===== config.mk =====
export PLATFORM = sky130hd
export DESIGN_NAME = stream_source
export DESIGN_NICKNAME = d
export VERILOG_FILES = /design/src/rtl/stream_source_pkg.sv /design/src/rtl/stream_source_fifo.sv /design/src/rtl/stream_source.sv
export SDC_FILE = /design/constraint.sdc
export NUM_CORES = 1
export LEC_CHECK = 0
export BUFFER_PORTS_ARGS = -buffer_cell sky130_fd_sc_hd__clkbuf_2
export CORE_MARGIN = 4
export CORE_UTILIZATION = 56
export DETAILED_ROUTE_END_ITERATION = 10
export HOLD_SLACK_MARGIN = 0.02
export PLACE_DENSITY = 0.74
export SYNTH_ARGS = -nofsm -noshare
export SYNTH_HDL_FRONTEND = slang
export SYNTH_HIERARCHICAL = 1
export SYNTH_SLANG_ARGS = --single-unit

===== constraint.sdc =====
create_clock -name i_clk -period 10.65 [get_ports i_clk]
set_input_delay 1.065 -clock i_clk [delete_from_list [all_inputs] [get_ports i_clk]]
set_output_delay 1.065 -clock i_clk [all_outputs]
set_load 0.03 [all_outputs]

===== src/rtl/stream_source_pkg.sv =====
// stream_source_pkg
// Shared types and constants for the stream_source block:
//   state_t        : top-level FSM encoding (IDLE / STREAM / DONE)
//   DATA_W         : stream word width (64 bits)
//   TIMEOUT_LIMIT  : stall-watchdog terminal count, used only when
//                    STREAM_SOURCE_TIMEOUT_EN is defined
package stream_source_pkg;

    localparam int DATA_W = 64;

    localparam logic [15:0] TIMEOUT_LIMIT = 16'hFFFF;

    typedef enum logic [1:0] {
        ST_IDLE   = 2'd0,
        ST_STREAM = 2'd1,
        ST_DONE   = 2'd2
    } state_t;

endpackage


===== src/rtl/stream_source_fifo.sv =====
// stream_source_fifo
// Synchronous show-ahead FIFO. The oldest word is always presented on
// o_rd_data; a word written into an empty FIFO is visible the next cycle.
// Ports:
//   i_clk       : clock (rising edge)
//   i_rst       : synchronous active-high reset, flushes the FIFO
//   i_wr_data   : word to write
//   i_wr_en     : write request (ignored while full, even if popping)
//   o_full      : FIFO full
//   i_rd_en     : pop request (ignored while empty)
//   o_rd_data   : oldest stored word
//   o_empty     : FIFO empty
module stream_source_fifo
    import stream_source_pkg::*;
#(
    parameter int FIFO_DEPTH = 16
) (
    input  logic              i_clk,
    input  logic              i_rst,
    input  logic [DATA_W-1:0] i_wr_data,
    input  logic              i_wr_en,
    output logic              o_full,
    input  logic              i_rd_en,
    output logic [DATA_W-1:0] o_rd_data,
    output logic              o_empty
);

    localparam int AW = $clog2(FIFO_DEPTH);

    if ((FIFO_DEPTH < 4) || ((FIFO_DEPTH & (FIFO_DEPTH - 1)) != 0)) begin : g_bad_depth
        $error("stream_source_fifo: FIFO_DEPTH must be a power of two >= 4");
    end

    // Pointers carry one extra bit so that full and empty differ only in the MSB.
    logic [AW:0]       wr_ptr_r;
    logic [AW:0]       rd_ptr_r;
    logic [DATA_W-1:0] mem_r [FIFO_DEPTH];
    logic              full_s;
    logic              empty_s;
    logic              push_s;
    logic              pop_s;

    assign empty_s = (wr_ptr_r == rd_ptr_r);
    assign full_s  = (wr_ptr_r[AW] != rd_ptr_r[AW]) &&
                     (wr_ptr_r[AW-1:0] == rd_ptr_r[AW-1:0]);

    // Full is judged before any same-cycle pop, so a write into a full FIFO is dropped.
    assign push_s = i_wr_en && !full_s;
    assign pop_s  = i_rd_en && !empty_s;

    assign o_full    = full_s;
    assign o_empty   = empty_s;
    assign o_rd_data = mem_r[rd_ptr_r[AW-1:0]];

    // Read/write pointer registers.
    always_ff @(posedge i_clk) begin
        if (i_rst) begin
            wr_ptr_r <= '0;
            rd_ptr_r <= '0;
        end else begin
            if (push_s) begin
                wr_ptr_r <= wr_ptr_r + {{AW{1'b0}}, 1'b1};
            end
            if (pop_s) begin
                rd_ptr_r <= rd_ptr_r + {{AW{1'b0}}, 1'b1};
            end
        end
    end

    // Storage array; contents need no reset since pointers define validity.
    always_ff @(posedge i_clk) begin
        if (push_s) begin
            mem_r[wr_ptr_r[AW-1:0]] <= i_wr_data;
        end
    end

endmodule


===== src/rtl/stream_source.sv =====
// stream_source
// Buffers host words in a show-ahead FIFO and streams a requested number of
// them to user logic under valid/ack handshaking, then raises a level
// interrupt until acknowledged.
// Optional feature: define STREAM_SOURCE_TIMEOUT_EN to add a 16-bit stall
// watchdog that ends a run after 65535 consecutive stalled cycles.
// Ports:
//   i_clk, i_rst                   : clock, synchronous active-high reset
//   i_wr_data, i_wr_valid,
//   o_wr_ready                     : host write side (ready = not full)
//   i_start, i_word_count          : run start pulse and word count
//   o_busy                         : high in STREAM or DONE
//   o_str_data_valid, o_str_data,
//   i_str_ack                      : stream side
//   o_intr_req, i_intr_ack         : completion interrupt / acknowledge
//   o_sent_count                   : words sent in current/last run
//   o_timeout                      : last run ended by the watchdog
module stream_source
    import stream_source_pkg::*;
#(
    parameter int FIFO_DEPTH = 16
) (
    input  logic              i_clk,
    input  logic              i_rst,
    input  logic [DATA_W-1:0] i_wr_data,
    input  logic              i_wr_valid,
    output logic              o_wr_ready,
    input  logic              i_start,
    input  logic [31:0]       i_word_count,
    output logic              o_busy,
    output logic              o_str_data_valid,
    output logic [DATA_W-1:0] o_str_data,
    input  logic              i_str_ack,
    output logic              o_intr_req,
    input  logic              i_intr_ack,
    output logic [31:0]       o_sent_count,
    output logic              o_timeout
);

    state_t      state_r;
    state_t      state_nxt_s;
    logic [31:0] remaining_r;
    logic [31:0] sent_count_r;
    logic        fifo_full_s;
    logic        fifo_empty_s;
    logic        valid_s;
    logic        xfer_s;
    logic        start_acc_s;
    logic        timeout_hit_s;

    stream_source_fifo #(
        .FIFO_DEPTH (FIFO_DEPTH)
    ) u_fifo (
        .i_clk     (i_clk),
        .i_rst     (i_rst),
        .i_wr_data (i_wr_data),
        .i_wr_en   (i_wr_valid),
        .o_full    (fifo_full_s),
        .i_rd_en   (xfer_s),
        .o_rd_data (o_str_data),
        .o_empty   (fifo_empty_s)
    );

    assign valid_s     = (state_r == ST_STREAM) && !fifo_empty_s && (remaining_r != 32'd0);
    assign xfer_s      = valid_s && i_str_ack;
    assign start_acc_s = (state_r == ST_IDLE) && i_start;

`ifdef STREAM_SOURCE_TIMEOUT_EN
    logic [15:0] stall_r;
    logic        timeout_r;
    logic        stall_s;

    assign stall_s       = valid_s && !i_str_ack;
    // The cycle that would bring the counter to the limit ends the run.
    assign timeout_hit_s = stall_s && (stall_r == (TIMEOUT_LIMIT - 16'd1));

    // Stall counter and sticky timeout flag.
    always_ff @(posedge i_clk) begin
        if (i_rst) begin
            stall_r   <= 16'd0;
            timeout_r <= 1'b0;
        end else begin
            if ((state_nxt_s != ST_STREAM) || xfer_s) begin
                stall_r <= 16'd0;
            end else if (stall_s) begin
                stall_r <= stall_r + 16'd1;
            end
            if (start_acc_s) begin
                timeout_r <= 1'b0;
            end else if (timeout_hit_s) begin
                timeout_r <= 1'b1;
            end
        end
    end

    assign o_timeout = timeout_r;
`else
    assign timeout_hit_s = 1'b0;
    assign o_timeout     = 1'b0;
`endif

    // Next-state logic.
    always_comb begin
        state_nxt_s = state_r;
        case (state_r)
            ST_IDLE: begin
                if (i_start) begin
                    if (i_word_count == 32'd0) begin
                        state_nxt_s = ST_DONE;
                    end else begin
                        state_nxt_s = ST_STREAM;
                    end
                end else begin
                    state_nxt_s = ST_IDLE;
                end
            end
            ST_STREAM: begin
                // Last transfer leaves STREAM on the same edge so valid drops next cycle.
                if (xfer_s && (remaining_r == 32'd1)) begin
                    state_nxt_s = ST_DONE;
                end else if (timeout_hit_s) begin
                    state_nxt_s = ST_DONE;
                end else begin
                    state_nxt_s = ST_STREAM;
                end
            end
            ST_DONE: begin
                // i_start during the acknowledge cycle is not seen: state is DONE.
                if (i_intr_ack) begin
                    state_nxt_s = ST_IDLE;
                end else begin
                    state_nxt_s = ST_DONE;
                end
            end
            default: begin
                state_nxt_s = ST_IDLE;
            end
        endcase
    end

    // State register and run counters.
    always_ff @(posedge i_clk) begin
        if (i_rst) begin
            state_r      <= ST_IDLE;
            remaining_r  <= 32'd0;
            sent_count_r <= 32'd0;
        end else begin
            state_r <= state_nxt_s;
            if (start_acc_s) begin
                remaining_r  <= i_word_count;
                sent_count_r <= 32'd0;
            end else if (xfer_s) begin
                remaining_r  <= remaining_r - 32'd1;
                sent_count_r <= sent_count_r + 32'd1;
            end
        end
    end

    assign o_wr_ready       = !fifo_full_s;
    assign o_busy           = (state_r == ST_STREAM) || (state_r == ST_DONE);
    assign o_str_data_valid = valid_s;
    assign o_intr_req       = (state_r == ST_DONE);
    assign o_sent_count     = sent_count_r;

endmodule

==> run summary, run 1 <==
initial core utilization: 0.568
Max-Cap Viols: 0
Syn. warnings: 6
most common cell in the netlist: edfxtp_1
top cells by area, synth: edfxtp_1, mux4_2, dfxtp_1, or4_1, o31ai_1
Final ANT Viol Nets: 0
CTS tree: done
Reg clk slew, reported paths: 0.06 ns
DR pass1 iterations: 5
Die Area: 81,900 um2
Async SR Flop Fraction: 0
grt total ovfl: 0
DRC: 0
Syn Area/Cell: 21.5 um2
post-cts resize count: 0
die width: 286 um
Die Y: 286 um
final setup vio count: 0
pin count of the biggest net entering global routing: 177
critical path class: reg2out
internal reg-to-reg setup slack: 7.09 ns
Post-Syn Area: 43,300 um2
CP startpoint kind: register
# H-tree levels: 3
TNS Setup: 0 ns
fin cells: 3,366
sequential area share after synthesis: 0.746
CP max-delay cell: dfxtp_4
area delta synth->final: 12.6%
dpl hpwl: 49.0 mm
crit path max fanout: 49
routability cong.: 0.851
Leakage: 15.0 nW
fin crit share: 0.519
Core Region: 76,300 um2
Cell Rows: 101
Sink Count: 1,104
endpoints failing hold: 0
Setup crit end kind: output port
area of the multi-input gates: 10,300 um2
# port buffers: 201
worst r2r src: u_fifo/wr_ptr_r[2]$_SDFFE_PP0P_
fmax: 181 MHz
worst skew pair latency: 0.66 ns
Slowest Stage Delay on Critical Path: 0.96 ns
initial antenna violation count: 11
DR iter-0 viols: 2,364
Hold Startpoint: o_sent_count[8]$_SDFFE_PP0P_
Synth Net Count: 2,129
hold worst-path end: o_sent_count[8]$_SDFFE_PP0P_
all-layer global routing usage: 0.239
WP data arrival: 4.47 ns
Reg2Reg Depth: 5
top_reg_cell synth: edfxtp_1
Synth Area in Compound Gates: 0.0243
Post-Synth XOR/XNOR Area: 0.00141
fraction of layout cells with a size suffix above 1: 0.317
dominant cell type by area after synthesis: edfxtp_1
mux cell area share after synthesis: 0.169
simple-gate portion of the synthesized area: 0.0381
clk_skew: 0.0164 ns
Hold Path Depth: 2
Worst Hold Class: reg2reg
unrepaired setup endpoints after global routing: no
FF-to-FF End: u_fifo/mem_r[11][19]$_DFFE_PP_
peak supply drop: 0.000121 V
Clock Path Buffers: 3
pwr dens: 184 nW/um2
Synth Register Bits: 1,104
vias after detailed routing: 21,803
vias in the first global route: 22,497
status: finished, final reports clean
total power: 0.00896 W
post-synthesis cell count: 2,015
total wire length: 97.0 mm
Post-synth EDFFs: 1,024
Worst Tran Pin Value: 1.16 ns
# IOs: 203
Commonest cells post-synth: edfxtp_1, mux4_2, dfxtp_1
FILL cells: 5,024
Cell Chain, Critical Path: buf_4 > buf_4 > mux4_2 > mux4_2 > clkbuf_2
final critical-path required period: 5.53 ns
Final Max Tran Viols: 0
Yosys top cell area share: 0.710
Worst Path Required: 9.59 ns
Synth cell types: 63
Synth Area in Adders: 0.00346
nets: 2,353
WL/cell: 28.8 um
placed cell count: 3,160
first-pass GRT wire length: 145 mm
postcts setup bufs: 0
relative slew slack: 0.227
register area: 32,400 um2
Num CTS Buffers: 107
CTS Hold Buffers Added: 0
combinational family with the most area after synthesis: multiplexers
Root Buffer: clkbuf_16
vias per cell: 6.48
## critical path, delay by kind of cell (launching register included)
family                 cells  cell delay (ns)
multiplexers               2             1.09
buffers and inverters      3             1.68
flip-flops                 1             0.96
## area by class of cell
class / instances / share of cell area
Antenna cell: 8 / 0.000410
Clock buffer: 133 / 0.0583
Clock inverter: 65 / 0.0133
Inverter: 17 / 0.00131
Multi-Input combinational cell: 778 / 0.212
Sequential cell: 1104 / 0.663
Tap cell: 1030 / 0.0264
Timing Repair Buffer: 231 / 0.0255
## through the flow
step                      instance area (um2)   util  hold slack (ns)  setup WS [ns]
after floorplan                         43300      -            0.478           5.70
after global placement                  45300  0.593            0.469           5.66
after detailed placement                45300  0.593            0.497           5.65
after CTS                               48800  0.639            0.506           4.90
after global routing                    48800  0.639            0.520           4.67
final                                   48800  0.639            0.504           5.12
## report_power, final
group | switching [W] | internal (W)
clock | 0.00160 | 0.00215
combinational | 0.000258 | 0.000136
sequential | 0.0000291 | 0.00480
total | 0.00188 | 0.00708
## routing by layer
metal	global-route usage	part of all wire	wire, um
met1	0.324	0.38	36900
met2	0.401	0.51	49800
met3	0.0463	0.081	7880
met4	0.0707	0.024	2330
met5	0	0.00035	34
## flip-flops by register name (all words and copies together) (netlist names), named ones only
name             count
remaining_r         32
u_fifo/rd_ptr_r      5
u_fifo/wr_ptr_r      5
state_r              2
u_fifo/mem_r      1024
o_sent_count        32
## cells in the final DEF (no fill, tap or decap), types with 6 or more instances in the layout
master and count:
clkbuf_2 201, and4_1 11, bufinv_16 10, a311oi_1 24, nand3_1 23, buf_4 29, or4_1 35, nor2_1 47
diode_2 8, clkinv_2 15, and3_1 8, clkinv_1 25, clkbuf_16 108, a21oi_1 27, and3_4 12, o311ai_0 10
mux4_2 316, inv_1 15, nand2_1 34, edfxtp_1 1024, clkinvlp_4 7, dfxtp_1 76, nand4_1 23, o31ai_1 29
o41ai_1 6, clkbuf_1 20, ha_1 12, o21ai_0 16, nor3_1 15, nor4_1 17, or3_1 28
## cell families after synthesis
kind of cell,after synthesis
flops,1104
mux,330
simple gates,283
compound gates,145
buf+inv,133
fa+ha+maj,12
xor+xnor,7
other cells,1
## worst max path at each step
stage | start | to | slack [ns] | depth (start not counted)
5_1_grt | register | o_str_data[20] | 4.67 | 5
3_3_place_gp | register | o_str_data[20] | 5.66 | 5
4_1_cts | register | o_str_data[20] | 4.90 | 5
6_report | register | o_str_data[20] | 5.12 | 5
3_5_place_dp | register | o_str_data[17] | 5.65 | 5
2_1_floorplan | i_wr_valid | u_fifo/wr_ptr_r[4]$_SDFFE_PP0P_ | 5.70 | 3
Power figures use the tool's default switching activity.
==> run 2, diff against run 1 <==
==> constraint.sdc (replaced) <==
create_clock -name i_clk -period 5.3 [get_ports i_clk]
set_input_delay 0.53 -clock i_clk [delete_from_list [all_inputs] [get_ports i_clk]]
set_output_delay 0.53 -clock i_clk [all_outputs]
set_load 0.03 [all_outputs]
==> run 2 against run 1 <==
Net effect:
- non-clock buffer count up 11
- sequential power rose by 100%
- sequential cell count is the same
- critical endpoint is now o_str_data_valid
==> run summary, run 2 (synthesized netlist as in run 1, its figures left out) <==
Leakage: 15.1 nW
TNS Setup: 0 ns
Worst Hold Class: in2reg
grt met1 use: 0.347
DR pass1 iterations: 5
crit path max fanout: 93
clk_skew: 0.0160 ns
Max-Cap Viols: 0
CP startpoint kind: register
Final ANT Viol Nets: 0
final critical-path required period: 3.92 ns
pwr dens: 367 nW/um2
internal reg-to-reg setup slack: 1.98 ns
CP max-delay cell: and3_4
peak supply drop: 0.000275 V
internal power: 0.0142 W
FF-to-FF End: u_fifo/mem_r[4][9]$_DFFE_PP_
die width: 286 um
first-pass GRT wire length: 148 mm
Sink Count: 1,104
Cell Chain, Critical Path: or4_1 > nor4_4 > and3_4 > nor3b_1 > clkbuf_2
Cell Rows: 101
CTS Hold Buffers Added: 0
Die Area: 81,900 um2
Worst Tran Pin Value: 1.06 ns
status: finished, final reports clean
M3 GR Usage: 0.0425
total wire length: 97.5 mm
Hold Startpoint: i_word_count[29]
postcts setup bufs: 0
area delta synth->final: 13.1%
grt total ovfl: 0
Hold Path Depth: 3
CP Buf/Inv Count: 1
vias after detailed routing: 21,939
final setup vio count: 0
# IOs: 203
sequential share of power: 0.538
vias in the first global route: 22,797
placed cell count: 3,171
minimum hold slack: 0.141 ns
max reg flops: 1,024
sw frac: 0.209
fin cells: 3,379
CTS tree: done
unrepaired setup endpoints after global routing: no
Root Buffer: clkbuf_16
fin crit share: 0.739
all-layer global routing usage: 0.241
routability cong.: 0.875
vias per cell: 6.49
# port buffers: 201
worst skew pair latency: 0.66 ns
Reg clk slew, reported paths: 0.06 ns
hold worst-path end: remaining_r[29]$_SDFFE_PP0P_
relative slew slack: 0.292
Worst Path Required: 4.77 ns
pin count of the biggest net entering global routing: 94
power share of the clock group: 0.417
fin util: 0.642
DRC: 0
WP data arrival: 3.39 ns
fmax: 255 MHz
# H-tree levels: 3
commonest non-fill, non-tap cells in the layout: edfxtp_1, mux4_2, clkbuf_2
initial antenna violation count: 9
layer with the highest usage: met2
switching pwr: 0.00377 W
DR iter-0 viols: 2,366
WL/cell: 28.8 um
Num CTS Buffers: 108
nets: 2,365
Top delay family on crit path: simple AND/OR/NAND/NOR gates
Setup crit end kind: output port
Core Region: 76,300 um2
critical path class: reg2out
Die Y: 286 um
fraction of layout cells with a size suffix above 1: 0.320
Slowest Stage Delay on Critical Path: 0.83 ns
met2 usage: 0.395
Final Max Tran Viols: 0
Clock Path Buffers: 3
Reg2Reg Depth: 5
most common cell after layout, fill and taps aside: edfxtp_1
initial core utilization: 0.568
endpoints failing hold: 0
worst r2r src: u_fifo/wr_ptr_r[2]$_SDFFE_PP0P_
post-cts resize count: 0
dpl hpwl: 52.2 mm
Comb power frac: 0.045
total power: 0.0180 W
[run 2: worst register-to-register path: cells and delay by family (launching register included)]
kind            cells  cell delay (ns)
flops               1             0.52
simple gates        2             1.26
compound gates      1             0.59
buf+inv             1             0.49
xor+xnor            1             0.15
[run 2: layout make-up]
type | count | area (um2)
sequential | 1104 | 32400
fill | 4989 | 27300
multi-input combinational | 778 | 10300
clock buffer | 135 | 2910
timing repair buffer | 242 | 1460
tap | 1030 | 1290
clock inverter | 68 | 586
inverter | 17 | 63.8
antenna | 5 | 12.5
[run 2: worst max-delay path by stage]
stage	start	to	slack, ns	cells after the start
2_1_floorplan	u_fifo/rd_ptr_r[3]$_SDFFE_PP0P_	u_fifo/wr_ptr_r[4]$_SDFFE_PP0P_	0.64	5
4_1_cts	register	o_str_data[7]	1.27	4
5_1_grt	register	o_str_data[7]	1.19	4
6_report	remaining_r[24]$_SDFFE_PP0P_	o_str_data_valid	1.38	5
3_5_place_dp	register	o_str_data[7]	2.01	4
3_3_place_gp	register	o_str_data[7]	2.02	4
[run 2: routing by layer]
metal	vias up	share of wire
met1	11619	0.40
met3	138	0.079
li1	9162	-
met5	-	0.00050
met2	1012	0.50
met4	8	0.021
[run 2: power groups by stage]
stage / Combinational (W) / Sequential, W / Clock, W
after floorplan: 0.000481 / 0.00986 / 0
after global placement: 0.000784 / 0.00987 / 0
after detailed placement: 0.000808 / 0.00987 / 0
after CTS: 0.000813 / 0.00969 / 0.00763
after global routing: 0.000866 / 0.00970 / 0.00803
final: 0.000806 / 0.00969 / 0.00750
[run 2: through the flow]
step | setup WS [ns] | area [um2]
3_3_place_gp | 2.02 | 45500
5_1_grt | 1.19 | 49000
2_1_floorplan | 0.645 | 43300
4_1_cts | 1.27 | 49000
3_5_place_dp | 2.01 | 45500
6_report | 1.38 | 49000
==> run 3, diff against run 2 <==
--- a/config.mk
+++ b/config.mk
@@ -5,12 +5,13 @@
 export SDC_FILE = /design/constraint.sdc
 export NUM_CORES = 1
 export LEC_CHECK = 0
+export ABC_AREA = 1
 export BUFFER_PORTS_ARGS = -buffer_cell sky130_fd_sc_hd__clkbuf_2
 export CORE_MARGIN = 4
 export CORE_UTILIZATION = 56
 export DETAILED_ROUTE_END_ITERATION = 10
 export HOLD_SLACK_MARGIN = 0.02
-export PLACE_DENSITY = 0.74
+export PLACE_DENSITY = 0.73
 export SYNTH_ARGS = -nofsm -noshare
 export SYNTH_HDL_FRONTEND = slang
 export SYNTH_HIERARCHICAL = 1
==> constraint.sdc (replaced) <==
create_clock -name i_clk -period 3.9 [get_ports i_clk]
set_input_delay 0.39 -clock i_clk [delete_from_list [all_inputs] [get_ports i_clk]]
set_output_delay 0.39 -clock i_clk [all_outputs]
set_load 0.03 [all_outputs]
==> run 3 against run 2 <==
Net effect:
- sequential cell count unchanged
- clock power up 40%
- hold slack worse by 0.081 ns
==> run summary, run 3 <==
crit path max fanout: 95
vias in the first global route: 28,358
Root Buffer: clkbuf_16
# H-tree levels: 3
area delta synth->final: 11.7%
# IOs: 203
nets: 4,400
Post-Syn Area: 47,100 um2
Leakage: 19.0 nW
Final Max Tran Viols: 0
top_reg_cell synth: edfxtp_1
fin util: 0.630
fraction of layout cells with a size suffix above 1: 0.109
fmax: 304 MHz
Sink Count: 1,104
Cell Rows: 106
most common cell in the netlist: edfxtp_1
vias per cell: 5.67
initial core utilization: 0.564
Die Area: 88,700 um2
total wire length: 108 mm
crit path capture: o_str_data[54]
Num CTS Buffers: 110
dominant cell type by area after synthesis: edfxtp_1
routability cong.: 0.907
Max-Cap Viols: 0
CTS tree: done
WL/cell: 19.8 um
TNS Setup: 0 ns
WP data arrival: 2.90 ns
initial antenna violation count: 15
top cells by area, synth: edfxtp_1, nand2_1, inv_1, nand3_1, o211ai_1
Worst Hold Class: in2reg
die width: 298 um
# port buffers: 201
Syn Area/Cell: 11.4 um2
critical path class: reg2out
minimum hold slack: 0.0603 ns
vias after detailed routing: 30,963
Synth cell types: 41
Reg2Reg Depth: 12
Setup crit end kind: output port
clk_skew: 0.0169 ns
Synth Net Count: 4,254
Final ANT Viol Nets: 0
max reg flops: 1,024
internal reg-to-reg setup slack: 0.97 ns
sequential area share after synthesis: 0.687
pin count of the biggest net entering global routing: 137
area of the multi-input gates: 11,100 um2
Worst Tran Pin Value: 1.10 ns
Synth Register Bits: 1,104
Clock Path Buffers: 3
DR pass1 iterations: 5
Die Y: 298 um
pwr dens: 482 nW/um2
all-layer global routing usage: 0.238
postcts setup bufs: 0
worst skew pair latency: 0.68 ns
Syn. warnings: 6
FF-to-FF End: remaining_r[20]$_SDFFE_PP0P_
worst r2r src: u_fifo/wr_ptr_r[0]$_SDFFE_PP0P_
first-pass GRT wire length: 164 mm
final setup vio count: 0
post-synthesis cell count: 4,140
Commonest cells post-synth: edfxtp_1, nand2_1, inv_1
Yosys top cell area share: 0.653
status: finished, final reports clean
Core Region: 83,400 um2
unrepaired setup endpoints after global routing: no
endpoints failing hold: 0
grt total ovfl: 0
post-cts resize count: 0
commonest non-fill, non-tap cells in the layout: edfxtp_1, nand2_1, inv_1
DR iter-0 viols: 3,256
Reg clk slew, reported paths: 0.06 ns
Async SR Flop Fraction: 0
peak supply drop: 0.000396 V
DRC: 0
fin crit share: 0.843
register area: 32,400 um2
relative slew slack: 0.267
Worst Path Required: 3.51 ns
CP startpoint kind: register
dpl hpwl: 57.4 mm
Post-synth EDFFs: 1,024
FILL cells: 6,202
final critical-path required period: 3.29 ns
most common cell after layout, fill and taps aside: edfxtp_1
CTS Hold Buffers Added: 0
-- run 3: changes by cell type after synthesis, moves of 35 or more --
cell / delta
inv_1: +582
nand2_1: +582
nand3_1: +418
mux4_2: -316
a21oi_1: +296
o211ai_1: +254
o21ai_0: +143
o21ai_1: +125
nor2_1: +118
buf_2: +50
buf_6: +36
or4_1: -35
-- run 3: worst min path at each step --
stage                                     start                           to  slack [ns]  depth (start not counted)
global route                    i_word_count[0]  remaining_r[0]$_SDFFE_PP0P_        0.05                          3
floorplan           remaining_r[1]$_SDFFE_PP0P_  remaining_r[1]$_SDFFE_PP0P_        0.45                          2
global placement    remaining_r[0]$_SDFFE_PP0P_  remaining_r[0]$_SDFFE_PP0P_        0.47                          2
finish                          i_word_count[0]  remaining_r[0]$_SDFFE_PP0P_        0.06                          3
CTS                             i_word_count[0]  remaining_r[0]$_SDFFE_PP0P_        0.02                          3
detailed placement  remaining_r[1]$_SDFFE_PP0P_  remaining_r[1]$_SDFFE_PP0P_        0.48                          2
-- run 3: layer usage --
| metal | track usage | part of all wire |
|---|---|---|
| met1 | 0.331 | 0.42 |
| met2 | 0.386 | 0.48 |
| met3 | 0.0383 | 0.075 |
| met4 | 0.0800 | 0.029 |
| met5 | 0 | 0.00066 |
-- run 3: final cells by class --
class | instances | share of cell area
Clock buffer | 132 | 0.0543
Multi-Input combinational cell | 2197 | 0.211
Sequential cell | 1104 | 0.616
Tap cell | 1080 | 0.0257
Timing Repair Buffer | 271 | 0.0358
Antenna cell | 8 | 0.000381
Inverter | 602 | 0.0432
Clock inverter | 68 | 0.0143
-- run 3: through the flow --
stage               total power (W)  cell area (um2)  setup WS (ns)  cells
floorplan                    0.0145            47100         -0.186   4140
CTS                          0.0255            52600          0.634   5454
global placement             0.0150            48900           1.07   5254
finish                       0.0253            52600          0.611   5462
detailed placement           0.0151            48900           1.01   5254
global route                 0.0262            52600          0.476   5461
-- run 3: cell families after synthesis --
kind of cell	Yosys count	synth area share
AO/OA/AOI/OAI	873	0.107
flip-flops	1104	0.687
XOR/XNOR	25	0.00465
adder cells (fa/ha/maj)	12	0.00319
other	1	0.0000797
AND/OR/NAND/NOR	1285	0.118
buffers and inverters	839	0.0795
multiplexers	1	0.000213
-- run 3: critical path, stage by stage, from the launching register on --
cell and delay [ns]:
dfxtp_4 0.71, buf_12 0.28, buf_12 0.33, a21oi_1 0.16, o21ai_1 0.15, nand3_1 0.10
nand3_1 0.10, nand2_1 0.10, clkbuf_2 0.19
-- run 3: power breakdown --
| part | internal [W] | switching (W) |
|---|---|---|
| clock | 0.00615 | 0.00434 |
| sequential | 0.0131 | 0.0000807 |
| combinational | 0.000474 | 0.00119 |
| total | 0.0197 | 0.00561 |
